`src/rtl/oric_ram_port_arbiter.sv`:
```
// oric_ram_port_arbiter
//   Sole owner of the main-RAM port. Merges CPU accesses with the cassette loader's tape
//   byte writes into one registered RAM port. Performs the power-on fill sweep when the
//   RAM_CLEAR_EN macro is defined. Tape writes are buffered in a small FIFO while the CPU
//   owns the port.
//
//   Build option: RAM_CLEAR_EN
//     defined   - CLEAR state, clear counter and clear_req_i are active. Reset starts a
//                 sweep writing FILL_VALUE to every address.
//     undefined - starts directly in RUN; clr_busy_o is tied low and clear_req_i is ignored.
//
// Ports
//   clk_48_i     system clock, rising edge
//   reset_i      asynchronous active-high reset
//   clear_req_i  1-cycle pulse restarting the RAM clear sweep
//   cpu_*        CPU address, write data, chip select, write enable; cpu_q_o read data
//   tape_*       loader write address, data and 1-cycle strobe (no backpressure)
//   mem_*        registered RAM port (address, data, enable, write enable); mem_q_i read data
//   clr_busy_o   clear sweep in progress
//   fifo_ovf_o   sticky flag: a tape write was dropped because the FIFO was full

module oric_ram_port_arbiter #(
  parameter int unsigned AW         = 16,
  parameter logic [7:0]  FILL_VALUE = 8'h01,
  parameter int unsigned FIFO_DEPTH = 8
) (
  input  logic          clk_48_i,
  input  logic          reset_i,
  input  logic          clear_req_i,
  input  logic [AW-1:0] cpu_ad_i,
  input  logic [7:0]    cpu_d_i,
  input  logic          cpu_cs_i,
  input  logic          cpu_we_i,
  output logic [7:0]    cpu_q_o,
  input  logic [AW-1:0] tape_addr_i,
  input  logic [7:0]    tape_dout_i,
  input  logic          tape_wr_i,
  output logic [AW-1:0] mem_a_o,
  output logic [7:0]    mem_d_o,
  output logic          mem_ce_o,
  output logic          mem_we_o,
  input  logic [7:0]    mem_q_i,
  output logic          clr_busy_o,
  output logic          fifo_ovf_o
);

  localparam int unsigned PW = $clog2(FIFO_DEPTH);
  localparam logic [PW-1:0] PtrOne  = PW'(1);
  localparam logic [PW:0]   CntOne  = (PW + 1)'(1);
  localparam logic [PW:0]   CntFull = (PW + 1)'(FIFO_DEPTH);

  typedef enum logic [0:0] {StClear, StRun} state_e;

`ifdef RAM_CLEAR_EN
  localparam state_e StReset       = StClear;
  localparam logic   ClrBusyReset  = 1'b1;
`else
  localparam state_e StReset       = StRun;
  localparam logic   ClrBusyReset  = 1'b0;
  logic unused_clear_req;
  assign unused_clear_req = clear_req_i;
`endif

  state_e        state_q, state_d;
  logic [AW-1:0] mem_a_q, mem_a_d;
  logic [7:0]    mem_d_q, mem_d_d;
  logic          mem_ce_q, mem_ce_d;
  logic          mem_we_q, mem_we_d;
  logic          clr_busy_q, clr_busy_d;
  // port_clr_q: the current port cycle is a clear write; fill_q: its read data is due now
  logic          port_clr_q, port_clr_d;
  logic          fill_q;

`ifdef RAM_CLEAR_EN
  logic [AW-1:0] cnt_q, cnt_d;
`endif

  // Tape write FIFO
  logic [AW-1:0] fifo_a_q [FIFO_DEPTH];
  logic [7:0]    fifo_d_q [FIFO_DEPTH];
  logic [PW-1:0] wr_ptr_q, rd_ptr_q;
  logic [PW:0]   count_q;
  logic          fifo_ovf_q;
  logic          fifo_empty, fifo_full;
  logic          pop, push_ok, drop, flush;

  assign fifo_empty = (count_q == '0);
  assign fifo_full  = (count_q == CntFull);

  // A push into a full FIFO is still accepted when the same cycle pops an entry.
  assign push_ok = tape_wr_i && (!fifo_full || pop) && !flush;
  assign drop    = tape_wr_i && fifo_full && !pop && !flush;

  always_comb begin
    state_d    = state_q;
    mem_a_d    = mem_a_q;
    mem_d_d    = mem_d_q;
    mem_ce_d   = 1'b0;
    mem_we_d   = 1'b0;
    port_clr_d = 1'b0;
    clr_busy_d = 1'b0;
    pop        = 1'b0;
    flush      = 1'b0;
`ifdef RAM_CLEAR_EN
    cnt_d      = cnt_q;
`endif

    unique case (state_q)
      StClear: begin
`ifdef RAM_CLEAR_EN
        // CPU accesses are ignored; the sweep owns the port.
        mem_ce_d   = 1'b1;
        mem_we_d   = 1'b1;
        mem_a_d    = cnt_q;
        mem_d_d    = FILL_VALUE;
        port_clr_d = 1'b1;
        clr_busy_d = 1'b1;
        cnt_d      = cnt_q + AW'(1);
        if (cnt_q == {AW{1'b1}}) begin
          state_d = StRun;
        end
`else
        state_d = StRun;
`endif
      end
      StRun: begin
        if (cpu_cs_i) begin
          mem_ce_d = 1'b1;
          mem_we_d = cpu_we_i;
          mem_a_d  = cpu_ad_i;
          mem_d_d  = cpu_d_i;
        end else if (!fifo_empty) begin
          pop      = 1'b1;
          mem_ce_d = 1'b1;
          mem_we_d = 1'b1;
          mem_a_d  = fifo_a_q[rd_ptr_q];
          mem_d_d  = fifo_d_q[rd_ptr_q];
        end
      end
      default: state_d = StRun;
    endcase

`ifdef RAM_CLEAR_EN
    // Restart overrides everything this cycle, including any pop or push.
    if (clear_req_i) begin
      state_d    = StClear;
      cnt_d      = '0;
      mem_ce_d   = 1'b0;
      mem_we_d   = 1'b0;
      port_clr_d = 1'b0;
      clr_busy_d = 1'b1;
      pop        = 1'b0;
      flush      = 1'b1;
    end
`endif
  end

  always_ff @(posedge clk_48_i or posedge reset_i) begin
    if (reset_i) begin
      state_q    <= StReset;
      mem_a_q    <= '0;
      mem_d_q    <= '0;
      mem_ce_q   <= 1'b0;
      mem_we_q   <= 1'b0;
      clr_busy_q <= ClrBusyReset;
      port_clr_q <= 1'b0;
      fill_q     <= 1'b0;
    end else begin
      state_q    <= state_d;
      mem_a_q    <= mem_a_d;
      mem_d_q    <= mem_d_d;
      mem_ce_q   <= mem_ce_d;
      mem_we_q   <= mem_we_d;
      clr_busy_q <= clr_busy_d;
      port_clr_q <= port_clr_d;
      fill_q     <= port_clr_q;
    end
  end

`ifdef RAM_CLEAR_EN
  always_ff @(posedge clk_48_i or posedge reset_i) begin
    if (reset_i) begin
      cnt_q <= '0;
    end else begin
      cnt_q <= cnt_d;
    end
  end
`endif

  always_ff @(posedge clk_48_i or posedge reset_i) begin
    if (reset_i) begin
      wr_ptr_q   <= '0;
      rd_ptr_q   <= '0;
      count_q    <= '0;
      fifo_ovf_q <= 1'b0;
    end else if (flush) begin
      wr_ptr_q   <= '0;
      rd_ptr_q   <= '0;
      count_q    <= '0;
      fifo_ovf_q <= 1'b0;
    end else begin
      if (push_ok) begin
        wr_ptr_q <= wr_ptr_q + PtrOne;
      end
      if (pop) begin
        rd_ptr_q <= rd_ptr_q + PtrOne;
      end
      unique case ({push_ok, pop})
        2'b10:   count_q <= count_q + CntOne;
        2'b01:   count_q <= count_q - CntOne;
        default: count_q <= count_q;
      endcase
      if (drop) begin
        fifo_ovf_q <= 1'b1;
      end
    end
  end

  // Storage needs no reset: validity is tracked by the pointers and count.
  always_ff @(posedge clk_48_i) begin
    if (push_ok) begin
      fifo_a_q[wr_ptr_q] <= tape_addr_i;
      fifo_d_q[wr_ptr_q] <= tape_dout_i;
    end
  end

  assign mem_a_o    = mem_a_q;
  assign mem_d_o    = mem_d_q;
  assign mem_ce_o   = mem_ce_q;
  assign mem_we_o   = mem_we_q;
  assign clr_busy_o = clr_busy_q;
  assign fifo_ovf_o = fifo_ovf_q;
  // Reads issued while the sweep owns the port return the fill byte.
  assign cpu_q_o    = fill_q ? FILL_VALUE : mem_q_i;

endmodule
```
`config.mk`:
```
export PLATFORM = sky130hd
export DESIGN_NAME = oric_ram_port_arbiter
export DESIGN_NICKNAME = d
export VERILOG_FILES = /design/src/rtl/oric_ram_port_arbiter.sv
export SDC_FILE = /design/constraint.sdc
export NUM_CORES = 1
export LEC_CHECK = 0
export BUFFER_PORTS_ARGS = -buffer_cell sky130_fd_sc_hd__buf_2
export CORE_ASPECT_RATIO = 0.75
export CORE_MARGIN = 10
export CORE_UTILIZATION = 52
export CTS_CLUSTER_DIAMETER = 120
export CTS_CLUSTER_SIZE = 16
export DETAILED_ROUTE_END_ITERATION = 8
export GPL_TIMING_DRIVEN = 0
export PLACE_DENSITY = 0.84
export SKIP_LAST_GASP = 1
export SYNTH_ARGS = -nofsm -noshare
export SYNTH_HDL_FRONTEND = slang
export SYNTH_SLANG_ARGS = --single-unit
```
`constraint.sdc`:
```
create_clock -name clk_48_i -period 3.9 [get_ports clk_48_i]
set_input_delay 0.39 -clock clk_48_i [delete_from_list [all_inputs] [get_ports clk_48_i]]
set_output_delay 0.39 -clock clk_48_i [all_outputs]
set_load 0.03 [all_outputs]
```
==> summary.md <==
| Metric | Value |
|---|---|
| Outcome | `completed` |
| Mapped Avg Cell Area | `20.1 um^2` |
| Rows | `41` |
| Ranking of synthesized cells by area | `edfxtp_1, mux4_2, dfrtp_1` |
| Rel. slew slack | `34.7%` |
| Root buf cell | `clkbuf_16` |
| CTS Buf Count | `18` |
| Yosys cell types | `35` |
| Post-CTS resize count | `0` |
| Worst Hold Class | `primary input to asynchronous set/reset pin` |
| Violation count after the first detailed-route iteration | `539` |
| Die area | `22800 um^2` |
| Pint | `0.00501 W` |
| # DRC | `0` |
| Syn nets | `509` |
| Worst Path Arrival | `2.98 ns` |
| Setup Skew | `0.0124 ns` |
| Setup repair bufs after CTS | `0` |
| Ys async rst share | `16.2%` |
| # port buffers | `86` |
| Vias per cell | `6.07` |
| CORE AREA | `16800 um^2` |
| CP max stage delay | `0.72 ns` |
| CTS max path bufs | `3` |
| Synth top area share | `64.8%` |
| GRT overflow | `0` |
| Crit end category | `flip-flop` |
| Die Ht | `133 um` |
| IO Pins | `98` |
| Clock transition at the registers of the reported paths | `0.07 ns` |
| Largest net degree at the start of global routing | `38` |
| Switching power | `0.00240 W` |
| TritonCTS clock tree | `yes` |
| Required time of the critical path | `4.09 ns` |
| Switch share | `32.4%` |
| Syn Std Cell Area | `8900 um^2` |
| Startpoint types | `flip-flop` |
| Post-synth EDFFs | `192` |
| Synthesized flop and latch total | `229` |
| Clock period minus worst slack | `2.79 ns` |
| PwrDens | `718 nW/um^2` |
| Period utilisation layout | `71.5%` |
| Final wirelength | `20400 um` |
| CTS sink count | `229` |
| Cell Chain, Critical Path | `nor3_1 > a31oi_1 > nand2_1 > nor3_2 > buf_4` |
| Maximum vdd drop | `0.300 mV` |
| Combinational share of power | `31.6%` |
| Via count | `4810` |
| Register area share after synthesis | `75.2%` |
| Initial core utilization | `52.9%` |
| Critical path type | `flip-flop to flip-flop` |
| Synth warnings | `0` |
| P&R area growth vs syn | `15.9%` |
| Post-DP HPWL | `13400 um` |
| First-pass GRT wire length | `30800 um` |
| Worst-path fanout max | `9` |
| Fmax | `359 MHz` |
| Cells after Synth | `444` |
| CTS H-tree lvls | `1` |
| Min Hold Slack | `0.0946 ns` |
| Initial antenna violation count | `3` |
| Unrepaired setup endpoints after global routing | `false` |
| Die X | `171 um` |
| Placed Cells | `759` |
| Clk_lat worst skew | `0.50 ns` |
| Gr usage total | `17.9%` |
| Maxcap violations | `0` |
| Hold Fails Final Rpt | `0` |
| Drt wl/cell | `25.8 um` |
| Share of post-route cells with drive strength above 1 | `38.5%` |
| Clock Power Share | `22.9%` |
| DRT antenna net count | `0` |
| Fillers | `1116` |
| Reg power frac | `45.5%` |
| Cells on worst reg2reg path | `5` |
| NumNets Final | `629` |
| Final setup vio count | `0` |
| GP Congestion | `0.737` |
| Slew @ Worst Pin | `0.977 ns` |
| Synth area leader | `edfxtp_1` |
| Final Non-Filler Cells | `792` |
| Primary FF master, synth | `edfxtp_1` |
| Slowest stage cell, crit path | `nor3_2` |
| Max Transition Viols Final | `0` |
| Number of global-route vias before repair | `5074` |
| Hold buffers post-CTS | `0` |
| DRT Pass-1 Iters | `5` |
| P_leak | `3.70 nW` |
cells by family after synthesis:
| group | synth area share (%) |
|---|---|
| multiplexers | 13.5 |
| XOR/XNOR | 0.590 |
| other | 0.0421 |
| AND/OR/NAND/NOR | 2.07 |
| flip-flops | 75.2 |
| buffers and inverters | 2.97 |
| AO/OA/AOI/OAI | 5.26 |
| adder cells (fa/ha/maj) | 0.422 |
cell type report:
class | count | area [um^2] | area share (%)
flip-flops and latches | 229 | 6690 | 64.8
multi-input cells | 163 | 2000 | 19.3
repair buffers | 100 | 569 | 5.52
clock buffers | 30 | 495 | 4.80
well taps | 215 | 269 | 2.61
plain buffers | 32 | 189 | 1.83
inverters | 20 | 75.1 | 0.727
clock inverters | 2 | 32.5 | 0.315
diodes | 1 | 2.50 | 0.0242
cell usage after synthesis (2+ instances only):
library cell and number:
clkbuf_1 3, inv_1 19, o221a_2 14, ha_1 3, edfxtp_1 192, nor2_1 5, nand2_1 12, a31oi_1 2
or3_1 2, buf_2 15, nor3_1 8, a22oi_1 10, a2bb2oi_1 14, mux2i_1 12, o21ai_0 12, mux4_2 48
a21oi_1 3, dfrtp_1 37, buf_4 11, xnor2_1 6, nand2b_1 2
through the flow:
| stage | worst slack, ns | setup TNS (ns) | total power (W) | area (um^2) | util (%) |
|---|---|---|---|---|---|
| after floorplan | 0.232 | 0 | 0.00497 | 8900 | - |
| after global placement | -1.88 | -127.32 | 0.00558 | 9600 | 57.1 |
| after detailed placement | 1.14 | 0 | 0.00575 | 9790 | 58.2 |
| after CTS | 1.13 | 0 | 0.00745 | 10300 | 61.3 |
| after global routing | 0.972 | 0 | 0.00770 | 10300 | 61.3 |
| final | 1.11 | 0 | 0.00741 | 10300 | 61.3 |
worst max-delay path: cells and delay by family, from the launching register on:
kind            cells  cell delay [ns]
simple gates        3             1.18
flops               1             0.53
compound gates      1             0.41
buf+inv             1             0.36
cell usage in the layout (no fill, tap or decap), types with 6 or more instances in the layout:
| cell | count |
|---|---|
| buf_4 | 16 |
| nand2_1 | 12 |
| clkbuf_16 | 18 |
| xnor2_1 | 6 |
| a2bb2oi_1 | 14 |
| clkbuf_1 | 15 |
| o21ai_0 | 12 |
| buf_6 | 10 |
| buf_2 | 101 |
| inv_1 | 18 |
| a22oi_1 | 10 |
| mux4_2 | 48 |
| o221a_2 | 14 |
| dfrtp_1 | 37 |
| mux2i_1 | 12 |
| edfxtp_1 | 192 |
state kept, by name (all words and copies together), names as in the netlist:
| register | flops |
|---|---|
| fifo_ovf_o | 1 |
| fifo_d_q | 64 |
| fifo_a_q | 128 |
| mem_ce_o | 1 |
| mem_d_o | 8 |
| wr_ptr_q | 3 |
| rd_ptr_q | 3 |
| count_q | 4 |
| mem_we_o | 1 |
| mem_a_o | 16 |
routing by layer:
layer / global-route usage [%] / up-vias / wire, um / share of wire [%]
met4: 5.01 / 4 / 394 / 1.9
met5: 0 / - / 34 / 0.17
met1: 22.5 / 2488 / 7820 / 38
met2: 29.6 / 245 / 10200 / 50
li1: - / 2038 / - / -
met3: 5.31 / 35 / 1960 / 9.6
power groups by stage:
| stage | sequential [W] | clock, W | combinational [W] |
|---|---|---|---|
| 3_5_place_dp | 0.00341 | 0 | 0.00234 |
| 6_report | 0.00337 | 0.00170 | 0.00234 |
| 4_1_cts | 0.00337 | 0.00172 | 0.00236 |
| 3_3_place_gp | 0.00339 | 0 | 0.00219 |
| 2_1_floorplan | 0.00361 | 0 | 0.00136 |
| 5_1_grt | 0.00341 | 0.00180 | 0.00249 |
path summary, 6_finish.rpt:
kind / startpoint / endpoint / slack [ns]
worst max-delay path: count_q[0] / fifo_a_q[4][6] / 1.11
worst min-delay path: reset_i / mem_a_o[0] / 0.09
worst max register to register: count_q[0] / fifo_a_q[4][6] / 1.11
worst min register to register: fifo_ovf_o / fifo_ovf_o / 0.47
max in group asynchronous: reset_i / mem_d_o[6] / 3.24
min in group clk_48_i: cpu_we_i / mem_we_o / 0.12
No activity file was read; power rests on OpenSTA's default activity.
